### src/rtl/request_agent_pkg.sv
// Shared constants and state encoding for the request agent and its service timer.
package request_agent_pkg;

    localparam int NUM_PORTS   = 8;
    localparam int CNT_W       = 4;
    localparam int SVC_LEN_DEF = 4;

    typedef enum logic {
        IDLE = 1'b0,
        BUSY = 1'b1
    } state_e;

endpackage

### src/rtl/request_agent_svc_timer.sv
// Loadable down-counter that times one grant's service window; holds at zero.
module svc_timer
    import request_agent_pkg::*;
(
    input  logic             clk,
    input  logic             rst_n,
    input  logic             load,
    input  logic             en,
    input  logic [CNT_W-1:0] load_val,
    output logic             zero
);

    logic [CNT_W-1:0] cnt;

    always_ff @(posedge clk or negedge rst_n) begin
        if (!rst_n)
            cnt <= '0;
        else if (load)
            cnt <= load_val;
        else if (en && cnt != '0)
            cnt <= cnt - 1'b1;
    end

    assign zero = (cnt == '0);

endmodule

### src/rtl/request_agent.sv
// Collects per-port request strobes, presents them to an external arbiter and
// services one granted port at a time for SVC_LEN cycles.
module request_agent
    import request_agent_pkg::*;
#(
    parameter int SVC_LEN = SVC_LEN_DEF
) (
    input  logic                 clk,
    input  logic                 rst_n,
    input  logic [NUM_PORTS-1:0] req_pulse,
    input  logic [NUM_PORTS-1:0] grant,
    output logic [NUM_PORTS-1:0] req,
    output logic                 busy,
    output logic [NUM_PORTS-1:0] served,
    output logic                 overflow,
    output logic                 grant_err
);

    localparam logic [CNT_W-1:0] SVC_LOAD = CNT_W'(SVC_LEN - 1);

    state_e               state;
    logic [NUM_PORTS-1:0] pending;
    logic [NUM_PORTS-1:0] active;
    logic [NUM_PORTS-1:0] clr_mask;
    logic                 g_onehot;
    logic                 g_ok;
    logic                 done;
    logic                 tmr_zero;
    logic                 tmr_load;
    logic                 tmr_en;

    always_comb begin
        g_onehot = (grant != '0) && ((grant & (grant - NUM_PORTS'(1))) == '0);
        g_ok     = g_onehot && ((grant & pending) != '0);
        done     = (state == BUSY) && tmr_zero;
        clr_mask = done ? active : '0;
        tmr_load = (state == IDLE) && g_ok;
        tmr_en   = (state == BUSY);
    end

    svc_timer u_timer (
        .clk      (clk),
        .rst_n    (rst_n),
        .load     (tmr_load),
        .en       (tmr_en),
        .load_val (SVC_LOAD),
        .zero     (tmr_zero)
    );

    always_ff @(posedge clk or negedge rst_n) begin
        if (!rst_n) begin
            state     <= IDLE;
            pending   <= '0;
            active    <= '0;
            served    <= '0;
            overflow  <= 1'b0;
            grant_err <= 1'b0;
        end else begin
            // A strobe landing on the port being cleared re-arms it rather than merging.
            pending   <= (pending & ~clr_mask) | req_pulse;
            overflow  <= |(req_pulse & pending & ~clr_mask);
            served    <= '0;
            grant_err <= 1'b0;
            case (state)
                IDLE: begin
                    if (g_ok) begin
                        state  <= BUSY;
                        active <= grant;
                    end else if (grant != '0) begin
                        grant_err <= 1'b1;
                    end
                end
                BUSY: begin
                    if (tmr_zero) begin
                        state  <= IDLE;
                        served <= active;
                        active <= '0;
                    end
                end
                default: state <= IDLE;
            endcase
        end
    end

    assign req  = (state == IDLE) ? pending : '0;
    assign busy = (state == BUSY);

endmodule

### config.mk
export PLATFORM = sky130hd
export DESIGN_NAME = request_agent
export DESIGN_NICKNAME = d
export VERILOG_FILES = /design/src/rtl/request_agent_pkg.sv /design/src/rtl/request_agent_svc_timer.sv /design/src/rtl/request_agent.sv
export SDC_FILE = /design/constraint.sdc
export NUM_CORES = 1
export LEC_CHECK = 0
export ABC_CLOCK_PERIOD_IN_PS = 2500
export CAP_MARGIN = 20
export CORE_AREA = 2 2 56 69
export CTS_CLUSTER_SIZE = 30
export DETAILED_ROUTE_END_ITERATION = 8
export DIE_AREA = 0 0 58 71
export PLACE_DENSITY = 0.78
export SLEW_MARGIN = 20
export SYNTH_ARGS = -nofsm -noshare
export SYNTH_HDL_FRONTEND = slang
export SYNTH_SLANG_ARGS = --single-unit
export TNS_END_PERCENT = 10
### constraint.sdc
create_clock -name clk -period 2.5 [get_ports clk]
set_input_delay 0.375 -clock clk [delete_from_list [all_inputs] [get_ports clk]]
set_output_delay 0.375 -clock clk [all_outputs]
set_load 0.05 [all_outputs]
==> impl_metrics.prom <==
# TYPE chip_impl_metric gauge
chip_impl_info{name="status",value="finished clean"} 1
chip_impl_metric{name="fmax",unit="MHz"} 417
chip_impl_metric{name="detail-route-antenna-nets",unit=""} 0
chip_impl_info{name="synth_top_cells_by_count",value="sky130_fd_sc_hd__dfrtp_1 (31), sky130_fd_sc_hd__nand2_1 (19), sky130_fd_sc_hd__inv_1 (17), sky130_fd_sc_hd__a21o_1 (8), sky130_fd_sc_hd__nor2b_1 (8)"} 1
chip_impl_metric{name="leakagePower",unit="nW"} 0.917
chip_impl_info{name="tritoncts_clock_tree",value="done"} 1
chip_impl_metric{name="avg_synthesized_cell_area",unit="µm²"} 9.98
chip_impl_metric{name="finalHoldViolations",unit=""} 0
chip_impl_metric{name="insertion_delay_to_the_later_sink_of_the_worst_skew_pair",unit="ns"} 0.28
chip_impl_metric{name="power.switching_fraction",unit="%"} 38.1
chip_impl_metric{name="cap_viol_max_count",unit=""} 0
chip_impl_metric{name="top_level_ports",unit=""} 37
chip_impl_info{name="synthDominantAreaCellType",value="sky130_fd_sc_hd__dfrtp_1"} 1
chip_impl_metric{name="dieHeight",unit="µm"} 71
chip_impl_metric{name="grt_first_pass_wirelength",unit="µm"} 6220
chip_impl_metric{name="antennaDiodeCount",unit=""} 0
chip_impl_metric{name="timing.critical_path.arrival",unit="ns"} 2.02
chip_impl_metric{name="setup-violations-final",unit=""} 0
chip_impl_metric{name="numPlacedInstances",unit=""} 224
chip_impl_metric{name="synth_compound_gate_area_share",unit="%"} 22.2
chip_impl_info{name="cts_root_buf",value="sky130_fd_sc_hd__clkbuf_8"} 1
chip_impl_metric{name="power.net_switching",unit="mW"} 0.731
chip_impl_metric{name="stdcell_count",unit=""} 232
chip_impl_info{name="worst_hold_path_type",value="in2async"} 1
chip_impl_metric{name="route.final.wire_length",unit="µm"} 3700
chip_impl_metric{name="slowest_delay",unit="ns"} 0.94
chip_impl_metric{name="cts.reportedPaths.clkPinSlew",unit="ns"} 0.07
chip_impl_metric{name="syn_inst",unit=""} 151
chip_impl_metric{name="hpwlAfterDp",unit="µm"} 2720
chip_impl_metric{name="final_max_slew_viol_count",unit=""} 0
chip_impl_metric{name="final_min_period_over_clock_period",unit="%"} 95.9
chip_impl_metric{name="cts-htree-levels",unit=""} 2
chip_impl_info{name="critical_path.cell_chain",value="clkdlybuf4s50_1"} 1
chip_impl_metric{name="finalCriticalPeriod",unit="ns"} 2.40
chip_impl_info{name="rsz0062_at_grt",value="no"} 1
chip_impl_metric{name="post_synth_mux_area_share",unit="%"} 0
chip_impl_metric{name="ys_seq_elements",unit=""} 31
chip_impl_metric{name="post-route-drc-count",unit=""} 0
chip_impl_metric{name="dr.pass1.iters",unit=""} 4
chip_impl_metric{name="worst_ep_required",unit="ns"} 2.12
chip_impl_metric{name="grt_overflow_total",unit=""} 0
chip_impl_metric{name="antenna_violations_before_repair",unit=""} 0
chip_impl_metric{name="setup-tns-final",unit="ns"} 0
chip_impl_metric{name="io_buffer_count",unit=""} 36
chip_impl_metric{name="cts.hold.buffers_added",unit=""} 0
chip_impl_info{name="slowest_stage",value="sky130_fd_sc_hd__clkdlybuf4s50_1"} 1
chip_impl_info{name="critical_path_startpoint_category",value="flip-flop"} 1
chip_impl_metric{name="drt_first_iter_violations",unit=""} 55
chip_impl_metric{name="cts-buffers-inserted",unit=""} 5
chip_impl_metric{name="clock-skew-final",unit="ns"} 0.00311
chip_impl_metric{name="cts_num_sinks",unit=""} 31
chip_impl_metric{name="comb_power_share",unit="%"} 36.7
chip_impl_metric{name="die-width",unit="µm"} 58
chip_impl_metric{name="synthesis.nets",unit=""} 170
chip_impl_info{name="worstSetupPathType",value="reg2out"} 1
chip_impl_metric{name="vias_per_cell",unit=""} 5.63
chip_impl_metric{name="ys_seq_area_share",unit="%"} 51.5
chip_impl_metric{name="power.clock.fraction",unit="%"} 26.8
chip_impl_metric{name="worst-r2r-cell-count",unit=""} 6
chip_impl_metric{name="worst-path-max-fanout",unit=""} 22
chip_impl_info{name="yosys-top-cells-area",value="sky130_fd_sc_hd__dfrtp_1 (51%), sky130_fd_sc_hd__nand2_1 (4.7%), sky130_fd_sc_hd__inv_1 (4.2%), sky130_fd_sc_hd__a21o_1 (4.0%), sky130_fd_sc_hd__o211ai_1 (3.5%)"} 1
chip_impl_metric{name="final.fill_count",unit=""} 313
chip_impl_metric{name="seq_power_share",unit="%"} 36.5
chip_impl_metric{name="dr_total_vias",unit=""} 1305
chip_impl_info{name="critical_path_sink_type",value="output port"} 1
chip_impl_metric{name="cts_repair_resize_count",unit=""} 0
chip_impl_metric{name="synth_top_area_share",unit="%"} 51.5
chip_impl_info{name="synth_top_family_by_area",value="compound AO/OA/AOI/OAI gates"} 1
chip_impl_info{name="crit-reg2reg-launch",value="busy$_DFF_PN0_"} 1
chip_impl_metric{name="yosys.area_share.simple",unit="%"} 16.7
chip_impl_metric{name="clock_path_buffers",unit=""} 2
chip_impl_metric{name="synth_fa_ha_area_share",unit="%"} 0.831
chip_impl_metric{name="post_synth_edffs",unit=""} 0
chip_impl_metric{name="cts_setup_buffers",unit=""} 0
chip_impl_metric{name="detail_route.wl_per_cell",unit="µm"} 15.9
chip_impl_metric{name="actual_transition_at_the_worst_max_transition_pin",unit="ns"} 0.701
chip_impl_metric{name="synth-xor-area-share",unit="%"} 1.74
chip_impl_metric{name="num-nets-final",unit=""} 211
chip_impl_metric{name="power_density",unit="mW/mm²"} 940
chip_impl_info{name="critical_path.top_delay_family",value="buffers and inverters"} 1
chip_impl_metric{name="vias_in_the_first_global_route",unit=""} 1352
chip_impl_metric{name="dpl-instance-area",unit="mm²"} 0.00192
chip_impl_metric{name="p_int",unit="mW"} 1.19
chip_impl_metric{name="reg2reg_setup_slack",unit="ns"} 0.33
chip_impl_metric{name="num_rows",unit=""} 24
chip_impl_metric{name="vdd_ir_drop_max",unit="mV"} 0.555
chip_impl_metric{name="async_reset_ff_share",unit="%"} 100
chip_impl_metric{name="worstPathBufferInverterCount",unit=""} 1
chip_impl_metric{name="groute.usage.overall",unit="%"} 19.6
chip_impl_metric{name="crit_cells",unit=""} 1
chip_impl_info{name="crit-reg2reg-capture",value="overflow$_DFF_PN0_"} 1
chip_impl_metric{name="core-area",unit="mm²"} 0.00348
chip_impl_metric{name="grt_max_degree",unit=""} 32
chip_impl_metric{name="syn_to_final_growth",unit="%"} 35.4
chip_impl_metric{name="dieArea",unit="mm²"} 0.00412
chip_impl_metric{name="timing.slew.headroom",unit="%"} 53.3
chip_impl_metric{name="fin_area",unit="mm²"} 0.00204
chip_impl_metric{name="netlist_area",unit="mm²"} 0.00151
chip_impl_metric{name="drive_above_1_share",unit="%"} 8.81
chip_impl_metric{name="initial_core_utilization",unit="%"} 43.2
chip_impl_info{name="cell_with_the_most_instances_after_synthesis",value="sky130_fd_sc_hd__dfrtp_1"} 1
chip_impl_metric{name="synth.yosys.warnings",unit=""} 0
chip_impl_info{name="synthFlopType",value="sky130_fd_sc_hd__dfrtp_1"} 1
chip_impl_metric{name="synth.distinct_cells",unit=""} 41
chip_impl_metric{name="gp_routability_congestion",unit=""} 0.900
layout by cell type (no fill, tap or decap), types with 2 or more instances in the layout:
master | Yosys | layout
sky130_fd_sc_hd__a21o_1 | 8 | 8
sky130_fd_sc_hd__a21oi_1 | 2 | 2
sky130_fd_sc_hd__a22oi_1 | 4 | 4
sky130_fd_sc_hd__a31o_1 | 5 | 5
sky130_fd_sc_hd__a31oi_1 | 4 | 4
sky130_fd_sc_hd__and3_1 | 4 | 4
sky130_fd_sc_hd__buf_4 | 0 | 6
sky130_fd_sc_hd__clkbuf_8 | 0 | 6
sky130_fd_sc_hd__clkdlybuf4s50_1 | 0 | 36
sky130_fd_sc_hd__dfrtp_1 | 31 | 31
sky130_fd_sc_hd__inv_1 | 17 | 17
sky130_fd_sc_hd__nand2_1 | 19 | 19
sky130_fd_sc_hd__nand4_1 | 2 | 2
sky130_fd_sc_hd__nor2_1 | 2 | 2
sky130_fd_sc_hd__nor2b_1 | 8 | 8
sky130_fd_sc_hd__nor3_1 | 2 | 2
sky130_fd_sc_hd__o211ai_1 | 7 | 7
sky130_fd_sc_hd__o21ai_0 | 2 | 2
sky130_fd_sc_hd__o41ai_1 | 4 | 4
sky130_fd_sc_hd__xnor2_1 | 2 | 2
through the flow:
step	total power, mW	hold WS, ns	worst slack [ns]	utilization [%]
after floorplan	1.16	0.0794	0.374	-
after global placement	1.40	0.512	0.144	55.2
after detailed placement	1.41	0.514	0.0232	55.2
after CTS	1.92	0.504	0.0847	58.5
after global routing	2.00	0.529	0.00344	58.5
final	1.92	0.483	0.103	58.5
registers in the layout, indices dropped and copies added, names as in the netlist:
| register | count |
|---|---|
| pending | 8 |
| active | 8 |
| grant_err | 1 |
| u_timer.cnt | 4 |
| busy | 1 |
| served | 8 |
| overflow | 1 |
routing by layer:
metal,global-route usage [%],vias to the layer above,wire length [µm]
met3,4.94,11,165
met2,35.4,40,1990
met4,7.49,0,85
met1,21.8,638,1450
li1,-,616,-
met5,0,-,0
final cells by class:
class	instances	area, µm²	share of cell area, %
clock buffers	6	82.6	4.05
repair buffers	42	405	19.9
inverters	18	67.6	3.31
multi-input cells	94	624	30.6
flip-flops and latches	31	776	38.0
clock inverters	2	35.0	1.72
well taps	39	48.8	2.39
cells by family after synthesis:
group / Yosys count
and+or+nand+nor: 47
AOI/OAI and AO/OA: 43
DFF: 31
buffers and inverters: 26
xor gates and xnor gates: 3
adders and majority gates: 1
power by group through the flow:
stage	sequential, mW	combinational (mW)	clock, mW
final	0.700	0.704	0.513
after detailed placement	0.705	0.705	0
after floorplan	0.710	0.453	0
after CTS	0.700	0.709	0.515
after global routing	0.720	0.745	0.538
after global placement	0.705	0.691	0
worst max path at each step:
stage | from | endpoint | slack (ns)
after global placement | grant[1] | u_timer.cnt[2]$_DFFE_PN0P_ | 0.14
final | busy$_DFF_PN0_ | busy | 0.10
after floorplan | busy$_DFF_PN0_ | req[0] | 0.37
after detailed placement | grant[2] | active[7]$_DFFE_PN0P_ | 0.02
after CTS | busy$_DFF_PN0_ | busy | 0.08
after global routing | busy$_DFF_PN0_ | busy | 0.003
Power figures use the tool's default switching activity.
